File: src/rtl/cond_unit_pkg.sv
`default_nettype none
// ============================================================================
// Module      : cond_unit_pkg
// Description : Shared condition codes, flag bit positions and flag-write
//               group positions for the conditional-execution unit.
// Revision    : 1.0 - initial release
// ============================================================================
package cond_unit_pkg;

    // Instruction condition field encodings (bits 31:28)
    typedef enum logic [3:0] {
        COND_EQ = 4'b0000,
        COND_NE = 4'b0001,
        COND_CS = 4'b0010,
        COND_CC = 4'b0011,
        COND_MI = 4'b0100,
        COND_PL = 4'b0101,
        COND_VS = 4'b0110,
        COND_VC = 4'b0111,
        COND_HI = 4'b1000,
        COND_LS = 4'b1001,
        COND_GE = 4'b1010,
        COND_LT = 4'b1011,
        COND_GT = 4'b1100,
        COND_LE = 4'b1101,
        COND_AL = 4'b1110,
        COND_NV = 4'b1111   // treated as always
    } cond_e;

    // Bit positions inside the {N,Z,C,V} flag vector
    localparam int FLAG_N = 3;
    localparam int FLAG_Z = 2;
    localparam int FLAG_C = 1;
    localparam int FLAG_V = 0;

    // Bit positions inside flag_w
    localparam int FW_NZ = 1;
    localparam int FW_CV = 0;

endpackage : cond_unit_pkg
`default_nettype wire

File: src/rtl/cond_unit_check.sv
`default_nettype none
// ============================================================================
// Module      : cond_check
// Description : Pure combinational evaluation of the 4-bit condition field
//               against the architectural {N,Z,C,V} flags.
// Revision    : 1.0 - initial release
// ============================================================================
module cond_check
    import cond_unit_pkg::*;
(
    input  logic [3:0] cond,
    input  logic [3:0] flags,
    output logic       cond_pass
);

    logic w_n;
    logic w_z;
    logic w_c;
    logic w_v;

    assign w_n = flags[FLAG_N];
    assign w_z = flags[FLAG_Z];
    assign w_c = flags[FLAG_C];
    assign w_v = flags[FLAG_V];

    // Decode the condition field into a pass/fail decision
    always_comb begin
        cond_pass = 1'b0;
        case (cond_e'(cond))
            COND_EQ: cond_pass = w_z;
            COND_NE: cond_pass = ~w_z;
            COND_CS: cond_pass = w_c;
            COND_CC: cond_pass = ~w_c;
            COND_MI: cond_pass = w_n;
            COND_PL: cond_pass = ~w_n;
            COND_VS: cond_pass = w_v;
            COND_VC: cond_pass = ~w_v;
            COND_HI: cond_pass = w_c & ~w_z;
            COND_LS: cond_pass = ~w_c | w_z;
            COND_GE: cond_pass = (w_n == w_v);
            COND_LT: cond_pass = (w_n != w_v);
            COND_GT: cond_pass = ~w_z & (w_n == w_v);
            COND_LE: cond_pass = w_z | (w_n != w_v);
            COND_AL: cond_pass = 1'b1;
            COND_NV: cond_pass = 1'b1;
            default: cond_pass = 1'b1;
        endcase
    end

endmodule : cond_check
`default_nettype wire

File: src/rtl/cond_unit.sv
`default_nettype none
// ============================================================================
// Module      : cond_unit
// Description : Conditional-execution unit. Owns the architectural flag
//               register, gates PC/register/memory writes by the condition
//               result, and updates the two flag groups one cycle later.
// Revision    : 1.0 - initial release
// ============================================================================
module cond_unit
    import cond_unit_pkg::*;
(
    input  logic       clk,
    input  logic       rst,
    input  logic [3:0] cond,
    input  logic [3:0] alu_flags,
    input  logic [1:0] flag_w,
    input  logic       pcs,
    input  logic       reg_w,
    input  logic       mem_w,
    input  logic       no_write,
    input  logic       stall,
    input  logic       flush,
    output logic       pc_src,
    output logic       reg_write,
    output logic       mem_write,
    output logic       cond_ex,
    output logic [3:0] flags
);

    logic [3:0] r_flags;
    logic       w_cond_pass;
    logic       w_flag_upd;
    logic [3:0] w_flags_next;

    // Condition is judged against the registered flags only, so an
    // instruction never observes its own flag result.
    cond_check u_cond_check (
        .cond      (cond),
        .flags     (r_flags),
        .cond_pass (w_cond_pass)
    );

    assign cond_ex   = w_cond_pass & ~flush;
    assign pc_src    = pcs   & cond_ex;
    assign reg_write = reg_w & cond_ex & ~no_write;
    assign mem_write = mem_w & cond_ex;
    assign flags     = r_flags;

    // Stall freezes state even when the instruction otherwise executes
    assign w_flag_upd = cond_ex & ~stall;

    // Merge the enabled flag groups with the retained ones
    always_comb begin
        w_flags_next = r_flags;
        if (w_flag_upd && flag_w[FW_NZ]) begin
            w_flags_next[FLAG_N] = alu_flags[FLAG_N];
            w_flags_next[FLAG_Z] = alu_flags[FLAG_Z];
        end
        if (w_flag_upd && flag_w[FW_CV]) begin
            w_flags_next[FLAG_C] = alu_flags[FLAG_C];
            w_flags_next[FLAG_V] = alu_flags[FLAG_V];
        end
    end

    // Architectural flag register, cleared asynchronously by reset
    always_ff @(posedge clk or posedge rst) begin
        if (rst) begin
            r_flags <= 4'b0000;
        end else begin
            r_flags <= w_flags_next;
        end
    end

endmodule : cond_unit
`default_nettype wire

File: config.mk
export PLATFORM = sky130hd
export DESIGN_NAME = cond_unit
export DESIGN_NICKNAME = d
export VERILOG_FILES = /design/src/rtl/cond_unit_pkg.sv /design/src/rtl/cond_unit_check.sv /design/src/rtl/cond_unit.sv
export SDC_FILE = /design/constraint.sdc
export NUM_CORES = 1
export LEC_CHECK = 0
export CAP_MARGIN = 15
export CORE_AREA = 5 5 42 44
export DETAILED_ROUTE_END_ITERATION = 16
export DIE_AREA = 0 0 47 49
export PLACE_DENSITY_LB_ADDON = 0.05
export SLEW_MARGIN = 20
export SYNTH_ARGS = -nofsm -noshare
export SYNTH_HDL_FRONTEND = slang
export SYNTH_SLANG_ARGS = --single-unit
export TNS_END_PERCENT = 30
File: constraint.sdc
create_clock -name clk -period 3.88 [get_ports clk]
set_clock_uncertainty 0.05 [all_clocks]
set_input_delay 0.97 -clock clk [delete_from_list [all_inputs] [get_ports clk]]
set_output_delay 0.97 -clock clk [all_outputs]
set_load 0.005 [all_outputs]
Yosys cells after proc, flatten, opt, wreduce, memory -nomap -nowiden

Cells that the tools add are included.

Add/sub/neg operators: 0
Multiply operators: 0
Div/mod/pow operators: 0
Magnitude comparators: 0
Eq/ne operators: 17
Shift operators: 0
Muxes and demuxes: 1
Bitwise logic cells: 17
Reduce and logical (&&, ||, !) cells: 4

Operator list:

| operator           | number |
|---|---|
| $eq 4x4->1 const B | 8 |
| $eq 4x3->1 const B | 4 |
| $pmux 1 s15        | 1 |
| $and 1x1->1        | 8 |
| $eq 4x2->1 const B | 2 |
| $not 1->1          | 7 |
| $eq 4x1->1 const B | 1 |
| $logic_not 4->1    | 1 |
| $logic_and 1x1->1  | 2 |
| $or 1x1->1         | 2 |
| $reduce_or 2->1    | 1 |
| $eq 1x1->1         | 1 |
| $ne 1x1->1         | 1 |

Flip-flop bits (word level): 4
Bits in latches: 0
Bits in writable memories: 0
Memory bits (read-only): 0
Input bits: 18
Output and inout port bits: 8
Word-level logic and storage cells: 41
Memories: 0

Depth between registers and ports, before layout

Gate-level depths: netlist (run 1).

Depth after elaboration: 6
Gate-level depth with buffers: 6
Gate-level depth less buffers: 5

By module

From an unflattened synthesis (run 1), not the netlist that was laid out.

Cell total of the unflattened synthesis: 44
Area, all modules: 404.1 sq um

By module, submodules not included:

| module     | times used | cells an instance | area each (sq um) | sequential area each (sq um) |
|---|---|---|---|---|
| cond_unit  | 1          | 15                | 202.7             | 100.1 |
| cond_check | 1          | 29                | 201.4             | 0.0 |

Worst setup path before layout (run 1)

OpenSTA, ideal clock, no wires.

Kind: input port to output port
Start point: input cond[2]
End point: output reg_write
Arrival time: 2451 ps
Data required time: 2860 ps
Setup slack: 409 ps
Cell stages on the path: 6
Buffers on the path: 1
Cells stage by stage: buf_6 -> or4b_1 -> a311o_1 -> o211a_2 -> a31oi_1 -> and3b_1

Cells in the longest elaborated chain, start to end: 6
Elaborated cells on any way between the ends: 21
Classes of those cells: 15 x eq/ne; 1 x mux; 3 x bitwise; 2 x reduce/logical

Ends and longest elaborated chain:

| item                             | RTL line              | RTL |
|---|---|---|
| from (decl)                      | cond_unit.sv:14       | `input logic [3:0] cond,` |
| $eq 4x4->1                       | cond_unit_check.sv:29 | `case (cond_e'(cond))` |
| $reduce_or 2->1 (no source line) | -                     |  |
| $pmux 1 s15 (*)                  | cond_unit_check.sv:29 |  |
| $and 1x1->1 (*)                  | cond_unit.sv:43       | `assign cond_ex = w_cond_pass & ~flush;` |
| named net cond_ex                | cond_unit.sv:26       | `output logic cond_ex,` |
| $and 1x1->1 (*) (2 in a row)     | cond_unit.sv:45       | `assign reg_write = reg_w & cond_ex & ~no_write;` |
| to (decl)                        | cond_unit.sv:24       | `output logic reg_write,` |

The timed path passes the listed nets; every way through them passes the cells marked *.

Worst setup path after layout (run 1)

Start point: input cond[3]
End point: output reg_write

Cells in the longest elaborated chain, start to end: 6
Elaborated cells on any way between the ends: 21
Classes of those cells: 15 x eq/ne; 1 x mux; 3 x bitwise; 2 x reduce/logical

Ends and longest elaborated chain:

| item                             | RTL line |
|---|---|
| $eq 4x4->1                       | cond_unit_check.sv:29 |
| $reduce_or 2->1 (no source line) | - |
| $pmux 1 s15 (*)                  | cond_unit_check.sv:29 |
| $and 1x1->1 (*)                  | cond_unit.sv:43 |
| $and 1x1->1 (*) (2 in a row)     | cond_unit.sv:45 |

Mark *: on every way between the ends. The rest lies on a longest branch, timed or not.

==> results of run 1 <==
layer usage:
layer  up-vias  share of wire, %
li1        259                 -
met1       234                42
met2        18                47
met3         0                11
met4         0                 0
met5         -                 0
cell usage in the layout, fill, tap and decap left out, types with 2 or more instances in the layout:
master and n:
clkdlybuf4s50_1 19, buf_4 11, nand3b_1 4, mux2_1 4
dfrtp_1 4, inv_1 3, clkbuf_4 3, nand2b_1 2
a211oi_1 2, nor2_1 2, a31oi_1 2, and2_1 2
dlygate4sd2_1 2, clkdlybuf4s15_1 2, buf_2 2
Yosys cell counts:
| cell type | number | share of area [%] |
|---|---|---|
| a32oi_1 | 1 | 2.1 |
| a311o_1 | 1 | 2.4 |
| nand4b_1 | 1 | 2.1 |
| mux2i_1 | 2 | 4.7 |
| buf_2 | 1 | 1.2 |
| and2_1 | 2 | 2.9 |
| nor4b_1 | 1 | 2.1 |
| xor2_1 | 1 | 2.1 |
| o211a_2 | 1 | 2.4 |
| clkbuf_2 | 1 | 1.2 |
| o22ai_1 | 1 | 1.5 |
| nor3b_1 | 1 | 1.8 |
| dfrtp_1 | 4 | 24 |
| inv_1 | 3 | 2.7 |
| buf_6 | 1 | 2.7 |
| and3b_1 | 1 | 2.1 |
| mux2_1 | 4 | 11 |
| and3_2 | 1 | 1.8 |
| nand2b_1 | 2 | 2.9 |
| a21boi_0 | 1 | 1.8 |
| or4b_1 | 1 | 2.4 |
| a21oi_1 | 1 | 1.2 |
| a31oi_1 | 3 | 4.4 |
| nor3_1 | 1 | 1.2 |
| nand3b_1 | 4 | 7.1 |
| nor2_1 | 2 | 1.8 |
| o21ai_0 | 2 | 2.4 |
| a211oi_1 | 2 | 3.5 |
| and2_2 | 1 | 1.8 |
cells by family after synthesis:
logic type / count (synthesis) / share of synthesized area, %
simple gates: 18 / 29.8
buf+inv: 6 / 7.67
compound gates: 13 / 21.5
xor+xnor: 1 / 2.07
mux: 6 / 15.3
flops: 4 / 23.6
stage by stage:
step	total power, mW	setup slack, ns	hold WS, ns	TNS, ns
detailed placement	0.252	-0.487	0.553	-1.76
floorplan	0.157	0.409	0.493	0
finish	0.318	0.130	0.550	0
global route	0.347	0.0105	0.575	0
global placement	0.253	-0.440	0.531	-1.58
CTS	0.319	0.0608	0.564	0
worst max-delay path, cell delays in order:
cell           delay, ns
dlygate4sd2_1       0.24
buf_4               0.16
and2_2              0.20
o22ai_1             0.24
mux2i_2             0.35
a31oi_4             0.14
buf_6               0.14
and3b_1             0.16
buf_2               0.12
power by group:
part	internal (mW)	switching, mW	leakage (nW)
Sequential	0.0607	0.0260	0.0476
Clock	0.0347	0.0185	0.0138
Combinational	0.114	0.0641	0.272
Total	0.209	0.109	0.333
cell type report:
cell class / instances / area [um^2] / share of cell area [%]
clock buffers: 3 / 22.5 / 2.80
well taps: 16 / 20.0 / 2.49
inverters: 3 / 11.3 / 1.40
flip-flops and latches: 4 / 100 / 12.5
repair buffers: 37 / 332 / 41.3
multi-input cells: 38 / 318 / 39.6
how the worst min path moves through the flow:
stage | start | to | slack [ns] | cells after the start
floorplan | flags[1]$_DFFE_PP0P_ | flags[1]$_DFFE_PP0P_ | 0.49 | 1
global placement | flags[1]$_DFFE_PP0P_ | flags[1]$_DFFE_PP0P_ | 0.53 | 1
detailed placement | flags[1]$_DFFE_PP0P_ | flags[1]$_DFFE_PP0P_ | 0.55 | 1
CTS | flags[2]$_DFFE_PP0P_ | flags[2]$_DFFE_PP0P_ | 0.56 | 1
global route | flags[1]$_DFFE_PP0P_ | flags[1]$_DFFE_PP0P_ | 0.58 | 1
finish | flags[1]$_DFFE_PP0P_ | flags[1]$_DFFE_PP0P_ | 0.55 | 1
timing repair:
item | CTS | global route
setup endpoints to repair | 4 | 4
pin swaps | 5 | 2
hold buffers | 0 | 0
gates resized for setup | 18 | 2
buffers inserted | 2 | 1
==> out/results.txt, run 1 <==
Crit Path Class: in -> out
die width: 47 um
Worst-Margin Slew: 0.331 ns
number of diodes: 0
overall die area: 2300 um^2
startpoint types: primary input
vias in the first global route: 484
most used routing layer: met2
grt met1 use: 16.6%
Syn. warnings: 0
Core Region: 1400 um^2
Rel. slew slack: 77.8%
antenna-violating nets left: 0
M2 GR Usage: 18.6%
unrepaired setup endpoints after global routing: no
routed length per placed instance: 12.8 um
antenna violations before repair: 0
root buffer cell: clkbuf_4
post-placement cell area: 741 um^2
clk sink count: 4
hpwl dp: 1040 um
# DRC: 0
syn_area_per_cell: 8.84 um^2
Row Count: 14
First DRT Iteration DRCs: 2
crit path launch: cond[3]
starting density of the core: 30.3%
FMAX: 267 MHz
vias: 511
clock tree buffer depth: 2
R2R Setup Slk: 1.49 ns
Hold Crit Class: reg -> reg
Mapped Nets: 66
VDD IR-drop max: 0.000281 V
r2r endpoint: flags[0]$_DFFE_PP0P_
reg-to-reg startpoint: flags[0]$_DFFE_PP0P_
final WL: 1300 um
TritonRoute pass-1 iters: 2
met3 Use GR: 5.90%
max reg flops: 4
number of buffers created by CTS: 3
Port Buffers: 25
H-tree levels: 1
first-pass GRT wire length: 2200 um
Seq cells post-synth: 4
final net count: 105
Synth Instances: 48
worst-path maximum fanout: 11
Die Y: 49 um
Final Slew Violations: 0
Period Utilization, post-route: 96.7%
Final Hold Vio Count: 0
Overall Global Routing Usage: 12.6%
Filler cells: 152
Core Util, Final: 57.3%
Setup crit end kind: output pin
max-capacitance violation count: 0
leakage power: 0.333 nW
Final Non-Filler Cells: 101
post-route minimum period: 3.75 ns
area grow syn2layout: 89.4%
pin count of the biggest net entering global routing: 12
share of layout cells above drive strength 1: 25.9%
grt ovf: 0
Final Setup Violations: 0
post-DR vias/cell: 5.06
crit path capture: reg_write
Reg clk slew, reported paths: 0.04 ns
pwr/cell area: 396 nW/um^2
GPL Wtd Cong: 0.752
Arrival @ worst endpoint: 2.73 ns
Critical Path RT: 2.86 ns
DP Cell Count: 95
Synth cell types: 29
Netlist Area Pre-Place: 424 um^2
cell area after layout: 803 um^2
run status: finished clean
Worst Reg-to-Reg Cells: 6
IO Count: 26
TritonCTS clock tree: done
sequential fraction of the synthesis area: 23.6%
Clock Latency Late Sink: 0.24 ns
Note: power is estimated with default switching activity, not from simulation.
==> run 2: changes to the inputs <==
- ABC_AREA: not set -> 1
- CORE_AREA: 5 5 42 44 -> not set
- CORE_MARGIN: not set -> 5
- CORE_UTILIZATION: not set -> 38
- DIE_AREA: 0 0 47 49 -> not set
==> run 2 against run 1 <==
  * Non-clock buffer count fell by 10
  * Global-route usage rose by 1.8 points
  * Clock-buffer cell count did not move
  * Via count rose by 23%
  * Sequential power rose by 4.3%
  * Core utilization rose by 6.4 points
  * Combinational power rose by 20%
  * Sequential share of layout area fell by 0.39 points
  * Synthesized cell count rose by 94%
  * Clock power fell by 2%
  * Routed wire length fell by 0.39%
  * Critical endpoint unchanged
  * Highest routed layer is now met4
==> out/results.txt, run 2 <==
run status: finished clean
IO Count: 26
Worst path slowest cell: clkdlybuf4s50_1
worst-path maximum fanout: 6
Sw Share: 40.8%
Synth Area in Adders: 0%
TritonRoute pass-1 iters: 4
startpoint types: primary input
final net count: 142
Period Utilization, post-route: 89.9%
vias: 629
pwr/cell area: 429 nW/um^2
setup TNS: 0 ns
first-pass GRT wire length: 2260 um
Reg clk slew, reported paths: 0.04 ns
FFs w/ async S/R, synth: 100%
Comb pwr share: 59.9%
max reg flops: 4
leakage power: 0.472 nW
Seq cells post-synth: 4
leading post-synthesis cells by cell area: nand2_1 25%, dfrtp_1 19%, inv_1 13%, nand3_1 9.7%, nand3_4 6.8%
Synth Area in Compound Gates: 3.63%
Core Region: 1300 um^2
Synth Flop Type: dfrtp_1
Yosys top cell by area: nand2_1
buffer and inverter count on the worst path: 3
Crit Path Class: in -> out
Synth cell types: 15
slowest stage delay, CP: 0.50 ns
clock tree buffer depth: 2
Row Count: 13
Arrival @ worst endpoint: 2.47 ns
FMAX: 287 MHz
Final Setup Violations: 0
routed length per placed instance: 9.43 um
multiplexer share of the synthesized area: 0%
fin worst setup slack: 0.391 ns
GPL Wtd Cong: 0.886
die width: 46.9 um
area grow syn2layout: 60.5%
Synth Instances: 93
Critical Path RT: 2.86 ns
number of synthesized flops with an enable pin: 0
antenna violations before repair: 0
Final Total Pwr: 0.356 mW
Final Hold Vio Count: 0
most frequent cells after synthesis: 35 x nand2_1, 18 x inv_1, 10 x nand3_1
pre-CTS WS: 0.00960 ns
antenna-violating nets left: 0
crit path cell chain: dlymetal6s2s_1, nand2_1, a21oi_2, nand2_1, nand2_1, nand2_2, nand3_4, nand2_2, inv_2, nand2_1, nor2_2, clkdlybuf4s50_1
net switching power: 0.145 mW
post-DR vias/cell: 4.59
number of buffers created by CTS: 3
unrepaired setup endpoints after global routing: no
share of layout cells above drive strength 1: 15.6%
Filler cells: 130
sequential fraction of the synthesis area: 19.4%
starting density of the core: 39.7%
clk sink count: 4
Worst-Margin Slew: 0.294 ns
largest family of logic cells by synthesized area: simple AND/OR/NAND/NOR gates
TritonCTS clock tree: done
Hold Crit Class: reg -> reg
max-capacitance violation count: 0
syn_area_per_cell: 5.56 um^2
Die Y: 46.9 um
Port Buffers: 25
final WL: 1290 um
grt ovf: 0
root buffer cell: clkbuf_4
Synth Area in XOR/XNOR: 0%
First DRT Iteration DRCs: 7
Clock power frac: 14.7%
Final Slew Violations: 0
Rel. slew slack: 80.4%
# DRC: 0
Netlist Area Pre-Place: 517 um^2
Mapped Nets: 111
Syn. warnings: 0
hpwl dp: 1130 um
internal power: 0.211 mW
Setup crit end kind: output pin
post-route minimum period: 3.49 ns
vias in the first global route: 593
Overall Global Routing Usage: 14.4%
H-tree levels: 1
cell family with most CP delay: buffers and inverters
share of the synthesized area in the top cell type: 25.4%
overall die area: 2200 um^2
number of diodes: 0
most frequent cells in the layout: 35 x nand2_1, 21 x clkdlybuf4s50_1, 18 x inv_1, 10 x nand3_1, 6 x nor2_1
VDD IR-drop max: 0.000315 V
Flop pwr share: 25.4%
CP most frequent cell: nand2_1
commonest non-fill, non-tap cell in the layout: nand2_1
pin count of the biggest net entering global routing: 10
Clock Latency Late Sink: 0.24 ns
Synth Area in Simple Gates: 58.8%
most common cell in the synthesized netlist: nand2_1
-- run 2: changes by cell type after synthesis, moves of 4 or more --
cell / change
nand2_1: +35
nand3_1: +10
inv_1: +15
nand3b_1: -4
nor2_1: +5
mux2_1: -4
-- run 2: path summary, 6_finish.rpt --
check                                             to  slack (ns)            startpoint  cells past startpoint
worst max-delay path                       reg_write        0.39               cond[3]                     12
worst min-delay path            flags[1]$_DFFE_PP0P_        0.52  flags[1]$_DFFE_PP0P_                      2
worst max register to register  flags[1]$_DFFE_PP0P_        2.37  flags[3]$_DFFE_PP0P_                     11
worst min register to register  flags[1]$_DFFE_PP0P_        0.52  flags[1]$_DFFE_PP0P_                      2
max in group asynchronous       flags[2]$_DFFE_PP0P_        2.77                   rst                      2
min in group asynchronous       flags[1]$_DFFE_PP0P_        0.86                   rst                      2
-- run 2: through the flow --
stage          util, %  hold slack [ns]  instance area [um^2]  std cells
4_1_cts           62.4            0.533                   812        137
3_5_place_dp      60.7            0.521                   790        134
5_1_grt           63.7            0.584                   830        137
6_report          63.7            0.521                   830        137
2_1_floorplan        -            0.463                   517         93
3_3_place_gp      60.7            0.504                   790        134
-- run 2: logic make-up (layout without fill, tap and decap cells) --
logic type / after synthesis / count (layout)
AOI/OAI and AO/OA: 3 / 3
DFF: 4 / 4
and+or+nand+nor: 63 / 63
buffers and inverters: 23 / 52
-- run 2: routing by layer --
layer,track usage (%),wire [um],vias to the layer above
met5,0,0,-
met4,11.0,35,0
met3,3.07,84,6
met2,22.0,646,18
met1,17.6,526,268
li1,-,-,337
-- run 2: repair_timing --
action,CTS,global route
gates resized for setup,0,6
setup endpoints to repair,0,4
hold buffers,0,0
buffers inserted,0,0
-- run 2: worst reg2reg max path, cell delays in order (launching register included) --
cell	delay (ns)
dfrtp_1	0.43
inv_1	0.12
nand2_1	0.08
nand3_1	0.10
nand2_1	0.05
nand2_1	0.06
nand2_2	0.06
nand3_4	0.08
buf_4	0.13
nand4_1	0.11
nand2_1	0.09
nand2_1	0.05
-- run 2: power groups by stage --
stage / combinational [mW] / clock (mW) / sequential, mW
floorplan: 0.120 / 0 / 0.0851
detailed placement: 0.215 / 0 / 0.0909
CTS: 0.217 / 0.0538 / 0.0908
global route: 0.241 / 0.0604 / 0.0976
finish: 0.213 / 0.0523 / 0.0904
global placement: 0.215 / 0 / 0.0899
-- run 2: cell type report --
type | instances | area [um^2] | area share, %
clock buffer | 3 | 22.5 | 2.71
inverter | 22 | 82.6 | 9.95
multi-input combinational | 66 | 330 | 39.8
sequential | 4 | 100 | 12.1
tap | 15 | 18.8 | 2.26
timing repair buffer | 27 | 275 | 33.2
==> run 3: changes to the inputs <==
- CORE_MARGIN: 5 -> not set
==> run 3 against run 2 <==
  * Routed wire length fell by 6.8%
  * Register-to-register slack got worse by 0.04 ns
  * Die area fell by 31%
  * Cell area fell by 1.7%
  * Cell count fell by 0.73%
  * Via count fell by 2.5%
  * Critical endpoint unchanged
==> out/results.txt, run 3 (synthesized netlist as in run 2, its figures left out) <==
run status: finished clean
Worst-Margin Slew: 0.309 ns
vias: 613
CP most frequent cell: nand2_1
clk sink count: 4
hold path depth: 2
reg-to-reg startpoint: flags[0]$_DFFE_PP0P_
Die Y: 38.9 um
buffer and inverter count on the worst path: 5
Core Region: 1190 um^2
fin worst setup slack: 0.253 ns
crit path cell chain: dlygate4sd2_1, inv_1, nor2_1, nand3_1, nand2_1, nand2_1, nand2_1, inv_2, nand3_4, nand2_2, inv_2, nand2_1, nor2_2, clkdlybuf4s50_1
Flop pwr share: 24.5%
cell area after layout: 816 um^2
H-tree levels: 1
Clock power frac: 14.6%
IO Count: 26
TritonCTS clock tree: done
pre-CTS WS: 0.00143 ns
die width: 38.9 um
worst-path maximum fanout: 6
area grow syn2layout: 57.9%
final WL: 1200 um
max reg flops: 4
Rel. slew slack: 79.4%
number of buffers created by CTS: 3
Sw Share: 40.9%
post-placement cell area: 788 um^2
Comb pwr share: 60.8%
# DRC: 0
Final Slew Violations: 0
share of layout cells above drive strength 1: 15.6%
leakage power: 0.455 nW
starting density of the core: 43.6%
Critical Path RT: 2.86 ns
startpoint types: primary input
post-DR vias/cell: 4.51
grt ovf: 0
r2r endpoint: flags[3]$_DFFE_PP0P_
Hold Crit Class: reg -> reg
Worst path slowest cell: clkdlybuf4s50_1
slowest stage delay, CP: 0.50 ns
Reg clk slew, reported paths: 0.04 ns
post-route minimum period: 3.63 ns
internal power: 0.210 mW
max-capacitance violation count: 0
cell family with most CP delay: buffers and inverters
setup TNS: 0 ns
Setup crit end kind: output pin
antenna-violating nets left: 0
Filler cells: 120
First DRT Iteration DRCs: 10
Arrival @ worst endpoint: 2.61 ns
first-pass GRT wire length: 1970 um
# hold bufs at CTS: 0
crit path capture: reg_write
FMAX: 276 MHz
routed length per placed instance: 8.85 um
commonest non-fill, non-tap cell in the layout: nand2_1
Worst Reg-to-Reg Cells: 11
pin count of the biggest net entering global routing: 10
Period Utilization, post-route: 93.5%
Final Setup Violations: 0
GPL Wtd Cong: 0.780
Row Count: 12
antenna violations before repair: 0
pwr/cell area: 436 nW/um^2
root buffer cell: clkbuf_4
Final Non-Filler Cells: 136
VDD IR-drop max: 0.000278 V
DP Cell Count: 133
Overall Global Routing Usage: 19.3%
Crit path depth: 14
net switching power: 0.145 mW
overall die area: 1510 um^2
R2R Setup Slk: 2.33 ns
Post-CTS Setup Repair Bufs: 0
Core Util, Final: 68.8%
Final Hold Vio Count: 0
Port Buffers: 25
crit path launch: cond[3]
vias in the first global route: 494
unrepaired setup endpoints after global routing: no
Clock Latency Late Sink: 0.24 ns
clock tree buffer depth: 2
TritonRoute pass-1 iters: 4
hpwl dp: 1030 um
number of diodes: 0
final net count: 142
Crit Path Class: in -> out
most frequent cells in the layout: 35 x nand2_1, 21 x clkdlybuf4s50_1, 18 x inv_1, 10 x nand3_1, 6 x nor2_1
## run 3: cell count changes in the layout (fill, tap and decap cells not counted), sizes merged
| cell | change |
|---|---|
| dlygate4sd2 | +2 |
| dlymetal6s2s | -2 |
## run 3: cell type report
class / instances / area, um^2 / area share, %
multi-input cells: 66 / 325 / 39.9
repair buffers: 27 / 268 / 32.8
flip-flops and latches: 4 / 100 / 12.3
inverters: 22 / 82.6 / 10.1
clock buffers: 3 / 22.5 / 2.76
well taps: 14 / 17.5 / 2.15
## run 3: through the flow
step                total power, mW  hold WS, ns
CTS                           0.361        0.495
floorplan                     0.205        0.463
global placement              0.303        0.470
global route                  0.396        0.526
finish                        0.355        0.485
detailed placement            0.307        0.485
## run 3: what timing repair did
item                       4_1_cts  5_1_grt
resized for setup                2        3
setup endpoints to repair        1        3
pin swaps                        0        0
## run 3: tightest hold or removal path, cell delays in order (launching register included)
cell and delay [ns]:
dfrtp_1 0.38, nand2_1 0.07, nand2_1 0.06
## run 3: power by group through the flow
stage	Clock, mW	Sequential (mW)	Combinational (mW)
2_1_floorplan	0	0.0851	0.120
3_3_place_gp	0	0.0881	0.215
3_5_place_dp	0	0.0879	0.219
4_1_cts	0.0533	0.0877	0.219
5_1_grt	0.0591	0.0933	0.243
6_report	0.0520	0.0872	0.216
## run 3: routing by layer
layer	GRT usage [%]	vias to the layer above	part of all wire, %
met1	24.7	262	46
met5	0	-	0
met2	30.0	13	50
met4	10.3	0	0
met3	3.47	0	4.2
li1	-	338	-
## run 3: worst min path at each step
| stage | from | end | slack (ns) |
|---|---|---|---|
| global placement | flags[1]$_DFFE_PP0P_ | flags[1]$_DFFE_PP0P_ | 0.47 |
| finish | flags[1]$_DFFE_PP0P_ | flags[1]$_DFFE_PP0P_ | 0.49 |
| floorplan | flags[1]$_DFFE_PP0P_ | flags[1]$_DFFE_PP0P_ | 0.46 |
| detailed placement | flags[1]$_DFFE_PP0P_ | flags[1]$_DFFE_PP0P_ | 0.48 |
| global route | flags[1]$_DFFE_PP0P_ | flags[1]$_DFFE_PP0P_ | 0.53 |
| CTS | flags[1]$_DFFE_PP0P_ | flags[1]$_DFFE_PP0P_ | 0.49 |
